## src/rtl/bin2bcd_seq.sv

```systemverilog
// Sequential shift-add-3 binary to packed BCD converter with
// leading-zero blank mask and saturating overflow.
module bin2bcd_seq #(
   parameter int W = 16,
   parameter int D = 4
) (
   input  logic           clk,
   input  logic           rst,
   input  logic           in_valid,
   input  logic [W-1:0]   bin,
   output logic           in_ready,
   output logic           out_valid,
   output logic [4*D-1:0] bcd,
   output logic [D-1:0]   blank,
   output logic           ovf
);

   localparam int CW = $clog2(W + 1);

   typedef enum logic [1:0] {
      IDLE,
      CONV,
      DONE
   } state_t;

   state_t         state;
   logic [W-1:0]   shift_q;
   logic [4*D-1:0] scratch_q;
   logic [4*D-1:0] adj;
   logic [4*D-1:0] result;
   logic           ovf_acc;
   logic [CW-1:0]  cnt_q;

   function automatic logic [D-1:0] blank_of(
      input logic [4*D-1:0] v
   );
      logic [D-1:0] m;
      logic         z;
      m = '0;
      z = 1'b1;
      for (int i = D - 1; i >= 1; i--) begin
         z    = z & (v[4*i +: 4] == 4'd0);
         m[i] = z;
      end
      return m;
   endfunction

   always_comb begin
      adj = '0;
      for (int i = 0; i < D; i++) begin
         if (scratch_q[4*i +: 4] >= 4'd5)
            adj[4*i +: 4] = scratch_q[4*i +: 4] + 4'd3;
         else
            adj[4*i +: 4] = scratch_q[4*i +: 4];
      end
   end

   // Any bit lost off the top digit means value >= 10^D
   always_comb begin
      result = ovf_acc ? {D{4'h9}} : scratch_q;
   end

   assign in_ready = (state == IDLE);

   always_ff @(posedge clk) begin
      if (rst) begin
         state     <= IDLE;
         shift_q   <= '0;
         scratch_q <= '0;
         ovf_acc   <= 1'b0;
         cnt_q     <= '0;
         bcd       <= '0;
         blank     <= {{(D-1){1'b1}}, 1'b0};
         ovf       <= 1'b0;
         out_valid <= 1'b0;
      end else begin
         out_valid <= 1'b0;
         unique case (state)
            IDLE: begin
               if (in_valid) begin
                  shift_q   <= bin;
                  scratch_q <= '0;
                  ovf_acc   <= 1'b0;
                  cnt_q     <= CW'(W);
                  state     <= CONV;
               end
            end
            CONV: begin
               ovf_acc   <= ovf_acc | adj[4*D-1];
               scratch_q <= {adj[4*D-2:0], shift_q[W-1]};
               shift_q   <= {shift_q[W-2:0], 1'b0};
               cnt_q     <= cnt_q - 1'b1;
               if (cnt_q == CW'(1))
                  state <= DONE;
            end
            DONE: begin
               bcd       <= result;
               blank     <= blank_of(result);
               ovf       <= ovf_acc;
               out_valid <= 1'b1;
               state     <= IDLE;
            end
            default: state <= IDLE;
         endcase
      end
   end

endmodule

```

## config.mk

```make
export PLATFORM = sky130hd
export DESIGN_NAME = bin2bcd_seq
export DESIGN_NICKNAME = d
export VERILOG_FILES = /design/src/rtl/bin2bcd_seq.sv
export SDC_FILE = /design/constraint.sdc
export NUM_CORES = 1
export LEC_CHECK = 0
export BUFFER_PORTS_ARGS = -buffer_cell sky130_fd_sc_hd__buf_2
export CAP_MARGIN = 20
export CORE_MARGIN = 10
export CORE_UTILIZATION = 55
export CTS_CLUSTER_SIZE = 20
export DETAILED_ROUTE_END_ITERATION = 10
export PLACE_DENSITY = 0.84
export SYNTH_ARGS = -nofsm -noshare
export SYNTH_HDL_FRONTEND = slang
export SYNTH_SLANG_ARGS = --single-unit
```

## constraint.sdc

```tcl
create_clock -name clk -period 3.6 [get_ports clk]
set_input_delay 0.36 -clock clk [delete_from_list [all_inputs] [get_ports clk]]
set_output_delay 0.36 -clock clk [all_outputs]
set_load 0.02 [all_outputs]
```

After elaboration in Yosys (flattened, before gate mapping)
Index checks and enable logic that the tools add are counted.

word-level totals
  input port bits = 19
  word-level logic and storage cells = 50
  output and inout port bits = 23
  register bits = 61

operators by class
  equal/unequal tests = 5
  mux-type cells = 17
  reductions and logical operators = 7
  magnitude comparators = 4
  bitwise logic cells = 3
  $add $sub $neg = 5

operators by type and width
  operator             count
  $pmux 16 s2          2
  $mux 16              3
  $add 4x2->4 const B  4
  $ge 4x3->1 const B   4
  $mux 4               4
  $logic_not 4->1      3
  $pmux 5 s2           1
  $eq 5x1->1 const B   1
  $mux 5               1
  $sub 5x1->5 const B  1
  $mux 2               2
  $ne 2x2->1 const B   2
  $pmux 2 s2           1
  $reduce_and 2->1     2
  $and 1x1->1          2
  $eq 2x1->1 const B   1
  $eq 2x2->1 const B   1
  $logic_not 2->1      1
  $mux 1               2
  $pmux 1 s2           1
  $reduce_bool 2->1    1
  $or 1x1->1           1

Depth between registers and ports, before layout
Gate-level depths: netlist (run 1).

  word-level depth = 4
  mapped depth = 6
  gate-level depth less buffers = 5

Worst setup path before layout (run 1)
Ideal clock, no wire load.

  path type = register -> register
  start point = reg scratch_q[12]
  end point = reg ovf_acc
  required time = 3.499 ns
  path buffers = 0
  cell stages (with the launch flop) = 6
  arrival = 1.317 ns
  path slack = 2.182 ns
  period minus slack after synthesis = 1.418 ns
  library setup time = 0.101 ns
  cell sequence = dfxtp_1 > inv_1 > ha_1 > nor2b_1 > o21a_1 > o41ai_1

on the way
  longest elaborated chain between the ends = 4
  elaborated cells between the ends (all ways) = 5
  those cells by class = add/sub (1); order compare (1); mux (2); bitwise (1)

ends and longest elaborated chain
  what                                              RTL line  text
  from (decl)                                       28        logic [4*D-1:0] scratch_q;
  from (signal assigned)                            90        scratch_q <= {adj[4*D-2:0], shift_q[W-1]};
  $add 4x2->4 / $ge 4x3->1 (equally long branches)  52, 51
  $mux 4 (*)                                        51        if (scratch_q[4*i +: 4] >= 4'd5)
  $or 1x1->1 (*)                                    89        ovf_acc <= ovf_acc | adj[4*D-1];
  $pmux 1 s2 (*)                                    78        unique case (state)
  to (signal assigned)                              89
  to (decl)                                         31        logic ovf_acc;

Every way passes the cells marked *; elsewhere a longest branch is shown, timed or not.
A chain may end at the register's enable or synchronous reset.

Worst setup path in the final report (run 1)
  start point = reg state[1]
  end point = reg cnt_q[0]

on the way
  longest elaborated chain between the ends = 3
  elaborated cells between the ends (all ways) = 6
  those cells by class = eq/ne (2); mux (1); reduce/logical (3)

ends and longest elaborated chain
  what                                                              RTL line  text
  from (decl)                                                       26        state_t state;
  from (signal assigned)                                            67        state <= IDLE;
  from (signal assigned)                                            85        state <= CONV;
  from (signal assigned)                                            94        state <= DONE;
  $eq 2x1->1 / $logic_not 2->1 (equally long branches)              78
  $reduce_bool 2->1 (no line) / $ne 2x2->1 (equally long branches)  n/a
  $reduce_and 2->1 (no line)                                        n/a
  to (signal assigned)                                              84        cnt_q <= CW'(W);
  to (signal assigned)                                              92        cnt_q <= cnt_q - 1'b1;
  to (decl)                                                         32        logic [CW-1:0] cnt_q;

Several ways; a longest one is shown, not always the timed one.

==> results.py, run 1 <==
metrics = {
    "power_and_ir_drop": {
        "irDropWorstVdd_mv": 0.256,
        "sw_frac_of_total_pct": 24.4,
        "seqPwrFrac_pct": 46.0,
        "p_per_area_nw_per_um2": 448,
        "intPower_mw": 1.20,
        "power_frac_clock_pct": 43.4,
        "p_comb_share_pct": 10.6,
        "p_switching_uw": 388,
        "leakage_nw": 1.35,
    },
    "drt": {
        "drc": 0,
        "via_per_inst": 5.79,
        "num_vias": 2766,
        "drtIter0Drc": 245,
        "first_pass_iters": 6,
        "routedWlPerCell_um": 15.5,
        "final_antenna_net_count": 0,
        "wl_um": 7410,
    },
    "yosys": {
        "synthesis.area_um2": 3170,
        "synth_flop_cell": "dfxtp_1",
        "synth_edf_count": 0,
        "synth_warnings": 0,
        "postSynthAreaPerCell_um2": 8.46,
        "netlist_instances": 375,
        "synth_seq_cells": 61,
        "syn-num-nets": 404,
        "netlist.area_leader.share_pct": 38.5,
        "async_reset_ff_share_pct": 0,
        "yosys.area.top_type": "dfxtp_1",
        "synth_area_leaders": "dfxtp_1 (38%), a21oi_1 (7.4%), nor2_1 (4.7%)",
        "synth_cell_types": 50,
        "ys_seq_area_share_pct": 38.5,
    },
    "timing": {
        "rsz0062_at_grt": "false",
        "post-route-min-period_ps": 2040,
        "final_hold_viol_count": 0,
        "finalSetupViolations": 0,
        "relSlewSlack_pct": 29.8,
        "timing.fmax_ghz": 0.491,
        "drv_slew": 0,
        "setup_tns_ps": 0,
        "fin_crit_sh_pct": 56.6,
        "tightest_slew_ps": 1050,
        "fin_worst_skew_ps": 5.91,
    },
    "placement": {
        "post-dp-hpwl_um": 4870,
        "portBuffers": 40,
        "gp_congestion": 0.879,
        "placed_cell_area_um2": 3320,
    },
    "critical_path": {
        "cp_data_arrival_time_ps": 2280,
        "crit_family": "buffers and inverters",
        "path_common_cell": "buf_4",
        "start_kind": "flip-flop",
        "path_cells": "buf_4 > o21bai_1 > buf_4 > nor2_1 > a211oi_1",
        "critPathBufInv": 2,
        "slowest_stage": "dfxtp_1",
        "critPathRequiredTime_ps": 3840,
        "path_max_fanout": 34,
        "crit_path_end_kind": "flip-flop",
        "path_class": "flip-flop to flip-flop",
        "cp_slowest_stage_delay_ps": 600,
    },
    "final_layout": {
        "final_cell_mix": "dfxtp_1 (61), a21oi_1 (47), nor2_1 (40), buf_2 (40), inv_1 (33)",
        "drive_gt1_share_pct": 20.4,
        "stdcell_area_um2": 3540,
        "n_antenna_cell": 0,
        "final_common_cell": "dfxtp_1",
        "finish.utilization_pct": 64.0,
        "area_growth_pct": 11.7,
        "fin_nets": 430,
    },
    "outcome": {
        "status": "finished clean",
    },
    "clock_tree": {
        "postCtsResizedCells": 0,
        "cts_buffers": 9,
        "insertion_delay_ps": 340,
        "postCtsHoldBufs": 0,
        "tritoncts": "built",
        "htree_levels": 3,
        "clk_pin_slew_worst_paths_ps": 70,
        "cts.sinks": 61,
        "clock_path_buffers": 2,
        "root_buffer": "clkbuf_8",
        "postCtsSetupRepairBufs": 0,
    },
    "floorplan": {
        "die_y_um": 96.0,
        "rows": 27,
        "die_x_um": 96.0,
        "die_area_um2": 9210,
        "coreArea_um2": 5540,
        "io_pins": 42,
        "initial_core_util_pct": 57.3,
    },
    "global_route": {
        "grt_pass1_vias": 2593,
        "grt_pass1_wl_um": 12200,
        "antenna_found_initial": 0,
        "grt_max_degree": 53,
        "grt_overflow_total": 0,
        "grtUsageTotal_pct": 16.4,
    },
    "min_path": {
        "min-delay-path-class": "input pin to flip-flop",
    },
    "job": {
        "cap_violations": 0,
    },
}
## power by group through the flow
stage	clock [mW]	combinational (mW)	sequential [mW]
after detailed placement	0	0.165	0.743
final	0.689	0.169	0.729
after global placement	0	0.161	0.742
after global routing	0.726	0.189	0.733
after floorplan	0	0.137	0.736
after CTS	0.693	0.168	0.729
## worst paths after layout
check             startpoint         end  slack (ps)  depth (start not counted)
hold reg to reg       bcd[1]      bcd[1]         450                          2
hold / removal        bin[0]  shift_q[0]         280                          3
setup reg to reg    state[1]    cnt_q[0]        1560                          5
setup / recovery    state[1]    cnt_q[0]        1560                          5
## sequential cells by signal, summed over array words and instances (netlist names)
name,flops
ovf,1
out_valid,1
scratch_q,16
state,2
cnt_q,5
shift_q,16
ovf_acc,1
bcd,16
blank,3
## cells in the mapped netlist (all sizes together), types with 3 or more instances
library cell	n
or3	10
nand2	20
xnor2	4
o2111ai	8
o21ai	14
inv	34
ha	10
nor2	40
a21oi	50
nor4b	5
o21a	4
o41ai	4
nor2b	7
buf	27
o221a	15
nand3	17
dfxtp	61
o211ai	9
clkbuf	3
nand2b	6
nor3	5
## worst reg2reg max path: cells and delay by family (launching register included)
family                 cells  cell delay, ps
AO/OA/AOI/OAI              2             550
AND/OR/NAND/NOR            1              70
buffers and inverters      2             730
flip-flops                 1             600
## stage by stage
step                instances  worst slack (ps)  power [mW]  hold slack [ps]
floorplan                 375              2180       0.873              455
global placement          462              1530       0.903              439
detailed placement        462              1520       0.909              443
CTS                       478              1570        1.59              274
global route              478              1420        1.65              307
finish                    478              1560        1.59              285
## layer usage
metal  GRT usage, %  vias up  part of all wire, %
li1               -     1378                    -
met1           20.8     1294                   43
met2           25.6       82                   48
met3           4.12       12                  6.4
met4           7.74        0                  1.9
met5              0        -                    0
## area by class of cell
| cell class | count | area, um^2 |
|---|---|---|
| fill | 453 | 2000 |
| multi-input combinational | 250 | 1640 |
| sequential | 61 | 1220 |
| timing repair buffer | 45 | 238 |
| clock buffer | 12 | 155 |
| inverter | 34 | 128 |
| tap | 72 | 90.1 |
| clock inverter | 4 | 70.1 |
## logic make-up (layout without fill, tap and decap cells)
family	Yosys count	in the layout	share of synthesized area [%]
DFF	61	61	38.5
xor gates and xnor gates	4	4	1.10
AOI/OAI and AO/OA	115	115	26.2
and+or+nand+nor	120	120	20.3
adders and majority gates	10	10	3.94
other	1	1	0.118
buffers and inverters	64	95	9.78
Power figures use the tool's default switching activity.
==> run 2, diff against run 1 <==
Clock period 3.6 ns to 2.03 ns, I/O delays scaled along.
==> run 2 against run 1 <==
Die area stayed put. Power is 69% higher. Utilization is 0.50 points higher. Non-clock buffer count is 7 higher. Cell area is 0.78% higher. Sequential power is 77% higher. First-iteration DRC count is 19% lower. Via count is 0.29% lower. Clock power is 58% higher. Hold slack worse by 140 ps.
==> results.py, run 2 (synthesis gave the netlist of run 1 again) <==
metrics = {
    "outcome": {
        "status": "finished clean",
    },
    "critical_path": {
        "critPathBufInv": 2,
        "slowest_stage": "dfxtp_1",
        "path_max_fanout": 20,
        "start_kind": "flip-flop",
        "cp_data_arrival_time_ps": 1550,
        "critPathRequiredTime_ps": 1830,
        "cp_slowest_stage_delay_ps": 610,
        "path_class": "flip-flop to primary output",
        "path_cells": "buf_4 > nor2_1 > buf_2",
        "crit_family": "flip-flops",
        "crit_path_end_kind": "primary output",
    },
    "drt": {
        "wl_um": 7380,
        "routedWlPerCell_um": 15.2,
        "via_per_inst": 5.69,
        "first_pass_iters": 4,
        "num_vias": 2758,
        "drc": 0,
        "final_antenna_net_count": 0,
        "drtIter0Drc": 199,
    },
    "timing": {
        "final_hold_viol_count": 0,
        "hold_slack_ps": 142,
        "post-route-min-period_ps": 1750,
        "fin_crit_sh_pct": 86.4,
        "fin_worst_skew_ps": 9.74,
        "timing.fmax_ghz": 0.570,
        "setup_tns_ps": 0,
        "tightest_slew_ps": 688,
        "finalSetupViolations": 0,
        "drv_slew": 0,
        "relSlewSlack_pct": 54.1,
        "rsz0062_at_grt": "false",
    },
    "floorplan": {
        "io_pins": 42,
        "die_y_um": 96.0,
        "rows": 27,
        "die_area_um2": 9210,
        "coreArea_um2": 5540,
        "initial_core_util_pct": 57.3,
        "die_x_um": 96.0,
    },
    "clock_tree": {
        "root_buffer": "clkbuf_8",
        "cts.sinks": 61,
        "cts_buffers": 9,
        "postCtsResizedCells": 0,
        "clk_pin_slew_worst_paths_ps": 70,
        "tritoncts": "built",
        "clock_path_buffers": 2,
        "insertion_delay_ps": 350,
        "postCtsHoldBufs": 0,
        "htree_levels": 3,
        "postCtsSetupRepairBufs": 0,
    },
    "power_and_ir_drop": {
        "power_mw": 2.69,
        "irDropWorstVdd_mv": 0.482,
        "p_per_area_nw_per_um2": 752,
        "leakage_nw": 1.36,
    },
    "final_layout": {
        "multi_input_area_um2": 1640,
        "final_cell_mix": "dfxtp_1 (61), a21oi_1 (47), nor2_1 (40), buf_2 (40), inv_1 (33)",
        "regArea_um2": 1220,
        "reg.largest.list": "bcd: 16 flops, scratch_q: 16 flops, shift_q: 16 flops",
        "final_common_cell": "dfxtp_1",
        "stdcell_area_um2": 3570,
        "n_antenna_cell": 0,
        "fillers": 463,
        "fin_nets": 437,
        "area_growth_pct": 12.5,
        "drive_gt1_share_pct": 22.0,
    },
    "global_route": {
        "grt_pass1_wl_um": 12300,
        "antenna_found_initial": 0,
        "grt_pass1_vias": 2628,
        "grt_max_degree": 35,
        "grtUsageTotal_pct": 16.6,
        "grt_overflow_total": 0,
    },
    "placement": {
        "gp_congestion": 0.816,
        "placed_cell_area_um2": 3370,
        "post-dp-hpwl_um": 5220,
        "portBuffers": 40,
    },
    "min_path": {
        "min-delay-path-class": "input pin to flip-flop",
    },
    "job": {
        "cap_violations": 0,
    },
}
[run 2: cell count changes in the layout (fill, tap and decap cells not counted)]
cell,delta
clkbuf_8,-1
clkbuf_1,-1
bufinv_16,-1
buf_4,+7
clkinvlp_4,+3
[run 2: tightest hold or removal path: stages]
cell,delay (ps)
buf_2,80
a32oi_1,70
nor2_1,80
[run 2: layout make-up]
type	count	share of cell area [%]
clock buffers	10	3.85
clock inverters	6	1.75
inverters	34	3.57
multi-input cells	250	46.0
flip-flops and latches	61	34.2
well taps	72	2.52
repair buffers	52	8.13
[run 2: power by group]
| part | switching, mW | internal, mW | leakage (nW) |
|---|---|---|---|
| Combinational | 0.179 | 0.129 | 0.768 |
| Sequential | 0.0439 | 1.25 | 0.497 |
| Clock | 0.492 | 0.595 | 0.0943 |
[run 2: final timing paths]
check	from	end	slack, ps	depth (start not counted)
setup / recovery	state[0]	in_ready	280	3
hold / removal	bin[0]	shift_q[0]	140	3
setup reg to reg	state[0]	scratch_q[0]	350	5
hold reg to reg	bcd[14]	bcd[14]	450	2
[run 2: metrics by stage]
stage	instances	worst slack [ps]	utilization [%]
after floorplan	375	612	-
after global placement	469	467	60.8
after detailed placement	469	385	60.8
after CTS	485	297	64.5
after global routing	485	189	64.5
final	485	277	64.5
[run 2: metal layers]
metal  wire length [um]  global-route usage, %  vias to the layer above
met5                  0                      0                        -
met4                114                   7.00                        0
met3                403                   3.81                       11
met2               3580                   27.1                       58
met1               3280                   20.6                     1297
li1                   -                      -                     1392
